$ cat config.mk
export PLATFORM = sky130hd
export DESIGN_NAME = mem_access_ctrl_flat
export DESIGN_NICKNAME = d
export VERILOG_FILES = /design/src/rtl/mem_access_ctrl_if.sv /design/src/rtl/mem_access_ctrl.sv /design/src/flat_wrapper.sv
export SDC_FILE = /design/constraint.sdc
export NUM_CORES = 1
export LEC_CHECK = 0
export CORE_MARGIN = 2
export CORE_UTILIZATION = 45
export DETAILED_ROUTE_END_ITERATION = 8
export DONT_BUFFER_PORTS = 1
export MAX_ROUTING_LAYER = met4
export PLACE_DENSITY_LB_ADDON = 0.1
export SYNTH_ARGS = -nofsm -noshare
export SYNTH_HDL_FRONTEND = slang
export SYNTH_SLANG_ARGS = --single-unit
$ cat constraint.sdc
create_clock -name Clk -period 2.7 [get_ports Clk]
set_input_delay 0.135 -clock Clk [delete_from_list [all_inputs] [get_ports Clk]]
set_output_delay 0.135 -clock Clk [all_outputs]
set_load 0.01 [all_outputs]
$ cat src/rtl/mem_access_ctrl_if.sv
// mem_access_ctrl_if
//   Request/response and RAM-side bus of the memory access sequencer.
//   master : control unit / RAM side. Drives req, rw, size, addr and MFC.
//            Observes ram_addr, the strobes, beat, busy, done and the traps.
//   slave  : the sequencer (mem_access_ctrl).
interface mem_access_ctrl_if;
  logic        req;
  logic        rw;
  logic [1:0]  size;
  logic [31:0] addr;
  logic        MFC;
  logic [31:0] ram_addr;
  logic        mar_load;
  logic        RAM_enable;
  logic        mdr_load;
  logic        temp_load;
  logic        beat;
  logic        busy;
  logic        done;
  logic        trap_misaligned;
  logic        trap_timeout;

  modport master (
    output req, rw, size, addr, MFC,
    input  ram_addr, mar_load, RAM_enable, mdr_load, temp_load,
           beat, busy, done, trap_misaligned, trap_timeout
  );

  modport slave (
    input  req, rw, size, addr, MFC,
    output ram_addr, mar_load, RAM_enable, mdr_load, temp_load,
           beat, busy, done, trap_misaligned, trap_timeout
  );
endinterface

$ cat src/rtl/mem_access_ctrl.sv
// mem_access_ctrl
//   Sequences one load/store at a time between the control unit and the
//   RAM/MAR/MDR/TEMP path. It checks alignment, drives RAM_enable while it
//   waits for MFC (bounded by TIMEOUT_CYCLES) and splits doublewords into
//   two word beats.
//   Clk : rising-edge clock
//   Clr : synchronous active-high reset
//   bus : mem_access_ctrl_if.slave. Inputs are req/rw/size/addr/MFC.
//         Outputs are ram_addr, mar_load, RAM_enable, mdr_load, temp_load,
//         beat, busy, done, trap_misaligned and trap_timeout.
//
//   state  | meaning
//   IDLE   | waiting for req; latch request, check alignment
//   SETUP  | mar_load pulse with ram_addr = addr + 4*beat
//   ACCESS | RAM_enable high, waiting for MFC or timeout
//   GAP    | one dead cycle between doubleword beats
//   DONE   | done pulse plus trap flag, then back to IDLE
module mem_access_ctrl #(
  parameter int unsigned TIMEOUT_CYCLES = 15
) (
  input  logic              Clk,
  input  logic              Clr,
  mem_access_ctrl_if.slave  bus
);

  typedef enum logic [2:0] {IDLE, SETUP, ACCESS, GAP, DONE} state_t;

  localparam logic [7:0] WAIT_LAST = 8'(TIMEOUT_CYCLES - 1);

  state_t      state;
  logic        rw_q;
  logic [1:0]  size_q;
  logic [31:0] addr_q;
  logic [7:0]  wait_cnt;
  logic [31:0] ram_addr_q;
  logic        mar_load_q;
  logic        ram_enable_q;
  logic        beat_q;
  logic        busy_q;
  logic        done_q;
  logic        trap_mis_q;
  logic        trap_to_q;
  logic        misaligned;

  assign misaligned = ((bus.size == 2'b01) && bus.addr[0]) ||
                      ((bus.size == 2'b10) && (bus.addr[1:0] != 2'b00)) ||
                      ((bus.size == 2'b11) && (bus.addr[2:0] != 3'b000));

  always_ff @(posedge Clk) begin
    if (Clr) begin
      state        <= IDLE;
      rw_q         <= 1'b0;
      size_q       <= 2'b00;
      addr_q       <= 32'd0;
      wait_cnt     <= 8'd0;
      ram_addr_q   <= 32'd0;
      mar_load_q   <= 1'b0;
      ram_enable_q <= 1'b0;
      beat_q       <= 1'b0;
      busy_q       <= 1'b0;
      done_q       <= 1'b0;
      trap_mis_q   <= 1'b0;
      trap_to_q    <= 1'b0;
    end else begin
      case (state)
        IDLE: begin
          if (bus.req) begin
            rw_q     <= bus.rw;
            size_q   <= bus.size;
            addr_q   <= bus.addr;
            beat_q   <= 1'b0;
            wait_cnt <= 8'd0;
            busy_q   <= 1'b1;
            if (misaligned) begin
              state      <= DONE;
              done_q     <= 1'b1;
              trap_mis_q <= 1'b1;
            end else begin
              state      <= SETUP;
              mar_load_q <= 1'b1;
              ram_addr_q <= bus.addr;
            end
          end
        end
        SETUP: begin
          mar_load_q   <= 1'b0;
          ram_enable_q <= 1'b1;
          wait_cnt     <= 8'd0;
          state        <= ACCESS;
        end
        ACCESS: begin
          if (bus.MFC) begin
            ram_enable_q <= 1'b0;
            if ((size_q == 2'b11) && !beat_q) begin
              state <= GAP;
            end else begin
              state  <= DONE;
              done_q <= 1'b1;
            end
          end else if (wait_cnt == WAIT_LAST) begin
            ram_enable_q <= 1'b0;
            state        <= DONE;
            done_q       <= 1'b1;
            trap_to_q    <= 1'b1;
          end else begin
            wait_cnt <= wait_cnt + 8'd1;
          end
        end
        GAP: begin
          // Doubleword alignment keeps the +4 from carrying past bit 2.
          beat_q     <= 1'b1;
          ram_addr_q <= addr_q + 32'd4;
          mar_load_q <= 1'b1;
          state      <= SETUP;
        end
        DONE: begin
          done_q     <= 1'b0;
          trap_mis_q <= 1'b0;
          trap_to_q  <= 1'b0;
          busy_q     <= 1'b0;
          state      <= IDLE;
        end
        default: state <= IDLE;
      endcase
    end
  end

  assign bus.ram_addr        = ram_addr_q;
  assign bus.mar_load        = mar_load_q;
  assign bus.RAM_enable      = ram_enable_q;
  assign bus.beat            = beat_q;
  assign bus.busy            = busy_q;
  assign bus.done            = done_q;
  assign bus.trap_misaligned = trap_mis_q;
  assign bus.trap_timeout    = trap_to_q;

  // The MDR/TEMP strobes follow MFC combinationally. RAM_Out is only
  // guaranteed valid in the MFC cycle, so a registered strobe would be late.
  assign bus.mdr_load  = (state == ACCESS) && bus.MFC && rw_q && !beat_q;
  assign bus.temp_load = (state == ACCESS) && bus.MFC && rw_q &&  beat_q;

endmodule

$ cat src/flat_wrapper.sv
// flat-port wrapper written by rule: the top's interface ports become plain ports
module mem_access_ctrl_flat 
#(
  parameter int unsigned TIMEOUT_CYCLES = 15
)
  (Clk, Clr, bus_req, bus_rw, bus_size, bus_addr, bus_MFC, bus_ram_addr, bus_mar_load, bus_RAM_enable, bus_mdr_load, bus_temp_load, bus_beat, bus_busy, bus_done, bus_trap_misaligned, bus_trap_timeout);
  mem_access_ctrl_if bus_i ();
  input  logic Clk;
  input  logic Clr;
  input wire logic [$bits(bus_i.req)-1:0] bus_req;
  input wire logic [$bits(bus_i.rw)-1:0] bus_rw;
  input wire logic [$bits(bus_i.size)-1:0] bus_size;
  input wire logic [$bits(bus_i.addr)-1:0] bus_addr;
  input wire logic [$bits(bus_i.MFC)-1:0] bus_MFC;
  output wire logic [$bits(bus_i.ram_addr)-1:0] bus_ram_addr;
  output wire logic [$bits(bus_i.mar_load)-1:0] bus_mar_load;
  output wire logic [$bits(bus_i.RAM_enable)-1:0] bus_RAM_enable;
  output wire logic [$bits(bus_i.mdr_load)-1:0] bus_mdr_load;
  output wire logic [$bits(bus_i.temp_load)-1:0] bus_temp_load;
  output wire logic [$bits(bus_i.beat)-1:0] bus_beat;
  output wire logic [$bits(bus_i.busy)-1:0] bus_busy;
  output wire logic [$bits(bus_i.done)-1:0] bus_done;
  output wire logic [$bits(bus_i.trap_misaligned)-1:0] bus_trap_misaligned;
  output wire logic [$bits(bus_i.trap_timeout)-1:0] bus_trap_timeout;
  assign bus_i.req = bus_req;
  assign bus_i.rw = bus_rw;
  assign bus_i.size = bus_size;
  assign bus_i.addr = bus_addr;
  assign bus_i.MFC = bus_MFC;
  assign bus_ram_addr = bus_i.ram_addr;
  assign bus_mar_load = bus_i.mar_load;
  assign bus_RAM_enable = bus_i.RAM_enable;
  assign bus_mdr_load = bus_i.mdr_load;
  assign bus_temp_load = bus_i.temp_load;
  assign bus_beat = bus_i.beat;
  assign bus_busy = bus_i.busy;
  assign bus_done = bus_i.done;
  assign bus_trap_misaligned = bus_i.trap_misaligned;
  assign bus_trap_timeout = bus_i.trap_timeout;
  mem_access_ctrl #(.TIMEOUT_CYCLES(TIMEOUT_CYCLES)) u_core (.Clk(Clk), .Clr(Clr), .bus(bus_i));
endmodule
Yosys cells after proc, flatten, opt, wreduce, memory -nomap -nowiden
Cells that the tools add are included.

storage, ports and cells
  word-level logic and storage cells = 96
  bits in registers = 85

cells by class
  multiplexer cells = 32
  eq/ne operators = 17
  reduce and logical (&&, ||, !) cells = 32
  $add $sub $neg = 2

operators with widths
  cell                     number
  $mux W32                 2
  $pmux W32 S2             1
  $add A32 B3 Y32 const B  1
  $mux W8                  3
  $pmux W8 S3              1
  $mux W3                  5
  $mux W1                  12
  $pmux W3 S4              1
  $reduce_and A3 Y1        4
  $reduce_bool A3 Y1       4
  $pmux W1 S2              5
  $reduce_and A2 Y1        5
  $reduce_bool A2 Y1       5
  $add A8 B1 Y8 const B    1
  $eq A8 B4 Y1 const B     1
  $logic_and A1 B1 Y1      8
  $ne A2 B2 Y1 const B     4
  $eq A2 B2 Y1 const B     3
  $eq A3 B2 Y1 const B     2
  $pmux W1 S3              2
  $reduce_and A5 Y1        1
  $ne A2 B1 Y1 const B     2
  $reduce_and A4 Y1        1
  $eq A3 B1 Y1 const B     1
  7 further kinds          8

Logic depth before layout (Yosys ltp)
  depth after elaboration = 7
  mapped depth = 7
  mapped depth without buffers = 6

Least setup slack after synthesis
No wires, ideal clock.

  path type = register to register
  from = register u_core.addr_q[10]
  to = register u_core.ram_addr_q[28], in the netlist u_core.bus.ram_addr[28]
  data arrival time = 2097 ps
  period minus slack after synthesis = 2176 ps
  stages on the path, launching flop included = 7
  slack = 524 ps
  cell sequence = dfxtp_1 nand4_4 or4_1 buf_2 or4_4 xor2_1 a211oi_2

between the ends
  longest elaborated chain between the ends = 2

ends and longest elaborated chain
  item                    line                    text
  start, declared         mem_access_ctrl.sv:33   logic [31:0] addr_q;
  start signal, assigned  mem_access_ctrl.sv:70   addr_q <= bus.addr;
  $add A32 B3 Y32         mem_access_ctrl.sv:112  ram_addr_q <= addr_q + 32'd4;
  $pmux W32 S2            mem_access_ctrl.sv:65   case (state)
  end signal, assigned    mem_access_ctrl.sv:81   ram_addr_q <= bus.addr;
  end signal, assigned    mem_access_ctrl.sv:112
  end, declared           mem_access_ctrl.sv:35   logic [31:0] ram_addr_q;

Every way passes these cells.
A chain may end at the register's enable or synchronous reset.

Worst setup path in the final report
Ends and elaborated chain as after synthesis.

==> out/results.ini <==
[global_routing]
gr-total-overflow = 0
antenna_found_initial = 0
grt_max_degree = 69
grtUsageTotal = 0.2270
grt_pass1_vias = 3601
grt_pass1_wl_mm = 17.71

[drt]
viasPerCell = 5.600
dr.first_iter.drc_count = 80
postRouteAntennaNets = 0
post_drt_wl_per_cell_um = 16.71
vias = 3623
remaining_drc_errors = 0
wl_mm = 10.81
drt_pass1_iterations = 4

[setup_path]
crit_start = u_core.addr_q[10]$_SDFFE_PP0P_
slowest_stage = or4_1
rr_startpoint = u_core.addr_q[10]$_SDFFE_PP0P_
reg2reg_depth = 5
cp-start-kind = register
end_kind = register
worstSetupPathType = register to register
path_cells = nand4_4 -> or4_1 -> or4_4 -> xor2_1 -> a211oi_2
cp-endpoint = u_core.bus.ram_addr[28]$_SDFFE_PP0P_
max_stage_delay_ns = 0.71
cp.required_ns = 2.98
r2r_setup_slack_ns = 0.34
r2r-end = u_core.bus.ram_addr[28]$_SDFFE_PP0P_
cp_max_fo = 8
cp.arrival_ns = 2.64

[cts]
clk_latency_ns = 0.35
cts_resized = 0
cts_tree = yes
root_buffer = clkbuf_8
numCtsBuffers = 9
path_clk_slew_ns = 0.09
clock_sinks = 85
clockBufferDepth = 2
ctsHtreeMaxLevel = 3

[synth]
synth_seq_cells = 85
synth_area_leader_cell = dfxtp_1
yosysSeqAreaShare = 0.4099
synthTopCellsByCount = dfxtp_1, nand2_1, a21oi_1
syn-cell-area_um2 = 4151
syn_avg_cell_area_um2 = 8.237
synthFlopType = dfxtp_1
synth_edf_count = 0
synth_top_cell_area_share = 0.4099
ys_warn_count = 0
syn-num-nets = 546
synthCells = 504
synth_cell_types = 46
async_reset_ff_frac = 0
synthTopCellsByArea = dfxtp_1, nand2_1, a211oi_1, a21oi_1, mux2i_1

[final_layout]
stdcell_count = 647
antenna_cells = 0
drive_gt1_frac = 0.07276
syn_to_final_growth_pct = 17.33
fillCellCount = 903
num-nets-final = 573

[floorplanning]
initial_core_util = 0.4558
rows = 35
chipHeight_um = 100.1
dieArea_um2 = 10010
io_pins = 80
core_area_um2 = 9109
die_x_um = 100.1

[flow_run]
maxCapViolations = 0

[pwr]
p_leak_nw = 1.701
power_density_nw_per_um2 = 575.7
ir_drop_v = 0.0002624

[sta]
hold_violations = 0
grt_setup_unrepaired = false
slew_headroom = 0.5204
fin_crit_sh = 0.8736
timing.final.crit_period_ns = 2.359
setup-tns-final_ns = 0
fin_skew_ns = 0.01143
setup-violations-final = 0
finalMaxSlewViolations = 0
fmax_mhz = 424.0
worstMarginPinSlew_ns = 0.7177

[placement]
routabilityCongestion = 0.8177
io_buffers = 0
dp.final_hpwl_mm = 7.088
placed_cells = 594

[run_status]
status = finished, final reports clean

[worst_hold_path]
hp-class = input pin to register
hold_depth = 2

-- sequential cells by signal, summed over array words and instances (netlist names) --
name / count
u_core.state: 3
u_core.addr_q: 32
u_core.bus.trap_timeout: 1
u_core.bus.trap_misaligned: 1
u_core.bus.mar_load: 1
u_core.size_q: 2
u_core.bus.RAM_enable: 1
u_core.rw_q: 1
u_core.bus.ram_addr: 32
u_core.bus.busy: 1
u_core.bus.beat: 1
u_core.bus.done: 1
u_core.wait_cnt: 8
-- kinds of logic (layout without fill, tap and decap cells) --
kind of cell               after synthesis  after routing  synth area share
adders and majority gates                3              3          0.009043
xor gates and xnor gates                32             32           0.06751
DFF                                     85             85            0.4099
AOI/OAI and AO/OA                      118            118            0.1869
muxes                                   20             20           0.04822
and+or+nand+nor                        202            202            0.2351
buffers and inverters                   44             76           0.04340
-- placed cells by master, fill, tap and decap left out, types with 3 or more instances in the layout --
cell	synthesis	routed
inv_1	10	10
and4_1	3	3
nand3_1	20	20
a21o_1	5	5
nor2_1	31	31
nor4_1	10	10
xor2_1	15	15
nor3_1	10	10
a21oi_1	43	43
dfxtp_1	85	85
nand2_1	85	85
o21ai_0	7	7
dlygate4sd3_1	0	36
and2_1	3	3
mux2i_1	20	20
ha_1	3	3
xnor2_1	17	17
a211oi_1	38	38
buf_4	3	13
nand4_1	6	6
o21a_1	3	3
clkbuf_8	0	10
a31oi_1	3	3
nor2b_1	19	19
a2111oi_0	5	5
o22ai_1	3	3
-- worst max-delay path: cells and delay by family, from the launching register on --
kind            cells  cell delay (ns)
flops               1             0.46
xor+xnor            1             0.16
compound gates      1             0.20
simple gates        3             1.45
-- power breakdown --
part / leakage (nW) / internal (mW) / switching, mW
Combinational: 0.900 / 0.166 / 0.194
Clock: 0.106 / 0.549 / 0.469
Sequential: 0.695 / 1.33 / 0.0930
Total: 1.70 / 2.05 / 0.756
-- final cells by class --
cell class	count	area, um2	area share
Clock buffer	11	141.4	0.02903
Tap cell	111	138.9	0.02851
Timing Repair Buffer	50	485.5	0.09967
Clock inverter	5	83.83	0.01721
Inverter	10	37.54	0.007706
Multi-Input combinational cell	375	2282	0.4685
Sequential cell	85	1702	0.3493
-- stage by stage --
| step | worst slack (ns) | utilization | hold WS, ns | power [mW] | cell area (um2) |
|---|---|---|---|---|---|
| after floorplan | 0.5239 | - | 0.2710 | 1.683 | 4151 |
| after global placement | 0.4035 | 0.4674 | 0.2096 | 1.742 | 4258 |
| after detailed placement | 0.3652 | 0.4674 | 0.2114 | 1.749 | 4258 |
| after CTS | 0.3435 | 0.5348 | 0.007260 | 2.831 | 4871 |
| after global routing | 0.2247 | 0.5348 | 0.01870 | 2.938 | 4871 |
| final | 0.3413 | 0.5348 | 0.01783 | 2.804 | 4871 |
-- worst min path at each step --
stage / startpoint / slack (ns) / endpoint
after floorplan: bus_size[0] / 0.27 / u_core.size_q[0]$_SDFFE_PP0P_
after CTS: bus_addr[3] / 0.007 / u_core.bus.ram_addr[3]$_SDFFE_PP0P_
after detailed placement: Clr / 0.21 / u_core.bus.ram_addr[28]$_SDFFE_PP0P_
after global placement: Clr / 0.21 / u_core.bus.ram_addr[28]$_SDFFE_PP0P_
final: bus_addr[16] / 0.02 / u_core.bus.ram_addr[16]$_SDFFE_PP0P_
after global routing: bus_addr[16] / 0.02 / u_core.bus.ram_addr[16]$_SDFFE_PP0P_
-- repair_timing --
item | in CTS | in global routing
hold endpoints to repair | 73 | 0
endpoints found under the setup margin | 0 | 0
hold buffers | 37 | 0
buffers inserted | 0 | 0
-- layer usage --
metal | global-route usage | vias up | part of all wire
met3 | 0.04039 | 11 | 0.054
met2 | 0.3488 | 89 | 0.46
li1 | - | 1834 | -
met1 | 0.3058 | 1689 | 0.48
met5 | - | - | 0
met4 | 0.07165 | 0 | 0.011
(Power assumes the default switching activity.)
